$ cat config.mk
export PLATFORM = sky130hd
export DESIGN_NAME = otter_fetch_stage
export DESIGN_NICKNAME = d
export VERILOG_FILES = /design/src/rtl/otter_pkg.sv /design/src/rtl/otter_sync_fifo.sv /design/src/rtl/otter_fetch_stage.sv
export SDC_FILE = /design/constraint.sdc
export NUM_CORES = 1
export LEC_CHECK = 0
export BUFFER_PORTS_ARGS = -buffer_cell sky130_fd_sc_hd__buf_2
export CORE_MARGIN = 2
export CORE_UTILIZATION = 40
export CTS_CLUSTER_SIZE = 12
export DETAILED_ROUTE_END_ITERATION = 16
export SYNTH_ARGS = -nofsm -noshare
export SYNTH_HDL_FRONTEND = slang
export SYNTH_HIERARCHICAL = 1
export SYNTH_SLANG_ARGS = --single-unit
$ cat constraint.sdc
create_clock -name CLK -period 9.4 [get_ports CLK]
set_input_delay 1.41 -clock CLK [delete_from_list [all_inputs] [get_ports CLK]]
set_output_delay 1.41 -clock CLK [all_outputs]
set_load 0.01 [all_outputs]
$ cat src/rtl/otter_pkg.sv
// Shared types and constants for the OTTER fetch front end.
package otter_pkg;

  localparam logic [31:0] NOP_INSTR = 32'h0000_0013;

  typedef struct packed {
    logic [31:0] pc;
    logic [31:0] ir;
  } fetch_entry_t;

  localparam int unsigned FETCH_ENTRY_W = $bits(fetch_entry_t);

  typedef enum logic {
    FS_RUN   = 1'b0,
    FS_DRAIN = 1'b1
  } fetch_state_e;

endpackage

$ cat src/rtl/otter_sync_fifo.sv
// Synchronous FIFO with clear; a pop in the same cycle frees a slot for a push
// into a full FIFO.
module otter_sync_fifo #(
  parameter int unsigned WIDTH = 64,
  parameter int unsigned DEPTH = 2,
  localparam int unsigned CNT_W = $clog2(DEPTH + 1)
) (
  input  logic             clk_i,
  input  logic             rst_i,
  input  logic             push_i,
  input  logic [WIDTH-1:0] wdata_i,
  input  logic             pop_i,
  input  logic             clear_i,
  output logic [WIDTH-1:0] rdata_o,
  output logic [CNT_W-1:0] count_o,
  output logic             full_o,
  output logic             empty_o
);

  localparam int unsigned PTR_W = (DEPTH > 1) ? $clog2(DEPTH) : 1;

  logic [WIDTH-1:0] mem_q [DEPTH];
  logic [PTR_W-1:0] rd_ptr_q, rd_ptr_d;
  logic [PTR_W-1:0] wr_ptr_q, wr_ptr_d;
  logic [CNT_W-1:0] count_q, count_d;
  logic             do_push, do_pop;

  assign full_o  = (count_q == CNT_W'(DEPTH));
  assign empty_o = (count_q == '0);
  assign count_o = count_q;
  assign rdata_o = mem_q[rd_ptr_q];
  assign do_pop  = pop_i && !empty_o;
  assign do_push = push_i && (!full_o || do_pop);

  always_comb begin
    rd_ptr_d = rd_ptr_q;
    wr_ptr_d = wr_ptr_q;
    count_d  = count_q;
    if (clear_i) begin
      rd_ptr_d = '0;
      wr_ptr_d = '0;
      count_d  = '0;
    end else begin
      if (do_push) wr_ptr_d = wr_ptr_q + PTR_W'(1);
      if (do_pop)  rd_ptr_d = rd_ptr_q + PTR_W'(1);
      count_d = count_q + CNT_W'(do_push) - CNT_W'(do_pop);
    end
  end

  always_ff @(posedge clk_i) begin
    if (rst_i) begin
      rd_ptr_q <= '0;
      wr_ptr_q <= '0;
      count_q  <= '0;
    end else begin
      rd_ptr_q <= rd_ptr_d;
      wr_ptr_q <= wr_ptr_d;
      count_q  <= count_d;
    end
  end

  // Storage needs no reset; count gates visibility.
  always_ff @(posedge clk_i) begin
    if (do_push && !clear_i) mem_q[wr_ptr_q] <= wdata_i;
  end

endmodule

$ cat src/rtl/otter_fetch_stage.sv
// OTTER instruction fetch: PC ownership, credit-limited in-order fetch,
// stale-response dropping after redirect, and the IF_DE buffer.
module otter_fetch_stage
  import otter_pkg::*;
#(
  parameter logic [31:0] RESET_VEC = 32'h0000_0000,
  parameter int unsigned DEPTH     = 2
) (
  input  logic        CLK,
  input  logic        RESET,
  output logic        imem_req,
  output logic [31:0] imem_addr,
  input  logic        imem_ready,
  input  logic        imem_rvalid,
  input  logic [31:0] imem_rdata,
  input  logic        redirect,
  input  logic [31:0] redirect_pc,
  input  logic        de_ready,
  output logic        de_valid,
  output logic [31:0] de_pc,
  output logic [31:0] de_ir
);

  localparam int unsigned CNT_W = $clog2(DEPTH + 1);
  localparam int unsigned SUM_W = CNT_W + 1;

  fetch_state_e     state_q, state_d;
  logic [31:0]      fetch_pc_q, fetch_pc_d;
  logic [31:0]      resp_pc_q, resp_pc_d;
  logic [CNT_W-1:0] outst_q, outst_d;
  logic [CNT_W-1:0] drop_q, drop_d;
  logic [CNT_W-1:0] fifo_count;
  logic             fifo_full, fifo_empty;
  logic             fifo_push, fifo_pop;
  logic             accept;
  logic [31:0]      target_pc;
  fetch_entry_t     push_entry, head_entry;

  assign target_pc  = redirect_pc & 32'hFFFF_FFFC;
  assign imem_req   = !RESET && !redirect &&
                      ((SUM_W'(outst_q) + SUM_W'(fifo_count)) < SUM_W'(DEPTH));
  assign imem_addr  = fetch_pc_q;
  assign accept     = imem_req && imem_ready;
  assign push_entry = '{pc: resp_pc_q, ir: imem_rdata};

  always_ff @(posedge CLK) begin
    if (RESET) state_q <= FS_RUN;
    else       state_q <= state_d;
  end

  always_comb begin
    state_d = state_q;
    case (state_q)
      FS_RUN:   if (redirect && (outst_d != '0)) state_d = FS_DRAIN;
      FS_DRAIN: if (drop_d == '0) state_d = FS_RUN;
      default:  state_d = FS_RUN;
    endcase
  end

  // Redirect overrides every same-cycle push, pop and PC advance.
  always_comb begin
    fetch_pc_d = fetch_pc_q;
    resp_pc_d  = resp_pc_q;
    drop_d     = drop_q;
    fifo_push  = 1'b0;
    fifo_pop   = 1'b0;
    outst_d    = outst_q + CNT_W'(accept) - CNT_W'(imem_rvalid);
    if (redirect) begin
      fetch_pc_d = target_pc;
      resp_pc_d  = target_pc;
      drop_d     = outst_d;
    end else begin
      fifo_pop = de_ready && de_valid;
      if (accept) fetch_pc_d = fetch_pc_q + 32'd4;
      if (imem_rvalid) begin
        if (state_q == FS_DRAIN) begin
          drop_d = drop_q - CNT_W'(1);
        end else begin
          fifo_push = !fifo_full || fifo_pop;
          resp_pc_d = resp_pc_q + 32'd4;
        end
      end
    end
  end

  always_ff @(posedge CLK) begin
    if (RESET) begin
      fetch_pc_q <= RESET_VEC;
      resp_pc_q  <= RESET_VEC;
      outst_q    <= '0;
      drop_q     <= '0;
    end else begin
      fetch_pc_q <= fetch_pc_d;
      resp_pc_q  <= resp_pc_d;
      outst_q    <= outst_d;
      drop_q     <= drop_d;
    end
  end

  otter_sync_fifo #(
    .WIDTH(FETCH_ENTRY_W),
    .DEPTH(DEPTH)
  ) u_fifo (
    .clk_i  (CLK),
    .rst_i  (RESET),
    .push_i (fifo_push),
    .wdata_i(push_entry),
    .pop_i  (fifo_pop),
    .clear_i(redirect),
    .rdata_o(head_entry),
    .count_o(fifo_count),
    .full_o (fifo_full),
    .empty_o(fifo_empty)
  );

  assign de_valid = !fifo_empty;
  assign de_pc    = head_entry.pc;
  assign de_ir    = de_valid ? head_entry.ir : NOP_INSTR;

endmodule

==> impl_metrics.yaml <==
clock_tree:
  cts-resized-gates: 0
  clkTransAtPathRegs_ns: 0.06
  clkLatencyLatePin_ns: 0.43
  cts_root_buffer: "clkbuf_16"
  numClockSinks: 198
  hold_buffers: 0
  postCtsSetupRepairBufs: 0
  clockBufferDepth: 2
  cts_inserted_buffers: 17
  ctsHtreeMaxLevel: 4
  cts_tree: "yes"
timing:
  clock_skew_ns: 0.0145
  setup_ws_ns: 4.91
  rsz0062_at_grt: "false"
  worst_pin_slew_ns: 1.13
  tns_ns: 0
  setup_viol: 0
  hold_viol: 0
  hold-worst-slack_ns: 0.498
  fmax_mhz: 223
  min_period_ns: 4.49
  maxSlewViolCount: 0
  relSlewSlack_pct: 24.6
  min_period_over_period_pct: 47.7
floorplan:
  num_rows: 54
  io_pins: 168
  die_w_um: 153
  dieHeight_um: 153
  die-area_um2: 23500
  start_util_pct: 40.8
  core_area_um2: 21900
global_route:
  grt_pass1_vias: 5959
  antenna_found_initial: 0
  grt_max_degree: 70
  gr-total-overflow: 0
  grt_usage_pct: 17.1
  grt_pass1_wl_um: 32200
placed_design:
  dp.cells: 1146
  io_buffers: 163
  gp_congestion: 0.802
  place_area_um2: 9990
  place_hpwl_um: 13700
  dp_slack_ns: 4.36
yosys:
  synth_cells: 734
  yosysTopAreaCellShare_pct: 43.0
  syn_area_um2: 8930
  yosysUniqueCellTypes: 66
  yosysMostFrequentCell: "edfxtp_1"
  yosys-top-cells-area: "edfxtp_1 (43%), dfxtp_1 (16%), mux2_2 (8.1%), nor2b_1 (2.8%), xnor2_1 (1.8%)"
  ys.flop_type: "edfxtp_1"
  synth_edf_count: 128
  yosys_warnings: 6
  synth_top_area_cell: "edfxtp_1"
  ys_async_sr_fraction_pct: 0
  ys_ff_latch: 198
  synth-seq-area-share_pct: 58.7
  synth_commonest_cells: "edfxtp_1 (128), dfxtp_1 (70), mux2_2 (64)"
  avgSynthCellArea_um2: 12.2
critical_path:
  cp.required_ns: 9.45
  worstPathMaxFanout: 69
  start_kind: "input port"
  worstSetupPathType: "input port to flip-flop"
  slowest_stage: "nor3b_2"
  critPathMaxStageDelay_ns: 0.96
  arrival_ns: 4.54
  crit_path_cell_trace: "buf_2 > buf_4 > a211oi_1 > o21ai_0 > nor3b_2 > buf_4"
  cpMostUsedCell: "buf_4"
  worst_setup_path_end_kind: "flip-flop"
route:
  vias_per_cell: 5.44
  final_antenna_net_count: 0
  wl_per_cell_um: 17.3
  drc: 0
  vias: 6410
  drtIter0Drc: 443
  routed_wl_um: 20400
  dr.pass1.iters: 5
pwr:
  power.density_nw_per_um2: 171
  p_leak_nw: 3.74
  ir_worst_vdd_uv: 112
  power_mw: 1.80
finish:
  final_core_util_pct: 48.0
  fin_cells: 1178
  antenna_cells: 0
  final_area_um2: 10500
  fill_cells: 2008
  area_growth_pct: 17.7
  finalNetCount: 961
  drive_gt1_share_pct: 30.8
status:
  status: "finished, final reports clean"
worst_hold_path:
  hp-class: "flip-flop to flip-flop"
run:
  maxCapViolations: 0
-- path summary, 6_finish.rpt --
| path | from | to | slack (ns) | depth (start not counted) |
|---|---|---|---|---|
| max | redirect | u_fifo/mem_q[1][53]$_DFFE_PP_ | 4.91 | 6 |
| min | u_fifo/wr_ptr_q$_SDFFE_PP0P_ | u_fifo/wr_ptr_q$_SDFFE_PP0P_ | 0.50 | 2 |
| max reg2reg | u_fifo/count_o[1]$_SDFF_PP0_ | u_fifo/mem_q[1][53]$_DFFE_PP_ | 5.31 | 8 |
| min reg2reg | u_fifo/wr_ptr_q$_SDFFE_PP0P_ | u_fifo/wr_ptr_q$_SDFFE_PP0P_ | 0.50 | 2 |
-- worst max-delay path, delay by kind of cell --
family / cells / cell delay (ns)
AO/OA/AOI/OAI: 2 / 0.98
buffers and inverters: 3 / 1.12
AND/OR/NAND/NOR: 1 / 0.96
-- routing by layer --
metal / up-vias / wire length (µm) / share of wire (%) / GRT usage (%)
met3: 21 / 1140 / 5.6 / 3.06
met4: 0 / 274 / 1.3 / 4.89
met5: - / 0 / 0 / 0
met1: 3088 / 10200 / 50 / 25.6
met2: 206 / 8760 / 43 / 25.6
li1: 3095 / - / - / -
-- cells in the final DEF, fill, tap and decap left out, types with 16 or more instances in the layout --
| master | count |
|---|---|
| buf_2 | 163 |
| clkbuf_16 | 17 |
| dfxtp_1 | 69 |
| edfxtp_1 | 128 |
| mux2_2 | 64 |
| nand2_1 | 35 |
| nand3_1 | 19 |
| nor2_1 | 30 |
| nor2b_1 | 40 |
| nor3_1 | 23 |
| nor4_1 | 16 |
| o21ai_0 | 20 |
| xnor2_1 | 18 |
-- report_power, final --
group	leakage, nW	internal (mW)	switching (mW)
Clock	0.245	0.361	0.301
Combinational	1.75	0.0609	0.0776
Sequential	1.74	0.960	0.0352
-- state kept, by name, summed over array words and instances (netlist names), named ones only --
name	cells
state_q	1
imem_addr	30
resp_pc_q	30
u_fifo/rd_ptr_q	1
outst_q	2
u_fifo/wr_ptr_q	1
u_fifo/count_o	2
u_fifo/mem_q	128
drop_q	2
-- cells by family (layout without fill, tap and decap cells) --
kind of cell | after synthesis | in the layout | synth area share [%]
xor gates and xnor gates | 27 | 27 | 2.65
DFF | 198 | 198 | 58.7
other | 1 | 6 | 0.0420
AOI/OAI and AO/OA | 123 | 123 | 9.81
buffers and inverters | 56 | 215 | 2.72
and+or+nand+nor | 257 | 257 | 16.8
adders and majority gates | 6 | 6 | 0.925
muxes | 66 | 66 | 8.29
-- final cells by class --
cell class,count,area [µm²],area share (%)
flip-flops and latches,198,5250,49.9
inverters,13,48.8,0.464
well taps,280,350,3.33
clock buffers,21,440,4.19
multi-input cells,485,3470,33.0
repair buffers,170,868,8.26
clock inverters,11,85.1,0.809
(Power assumes the default switching activity.)
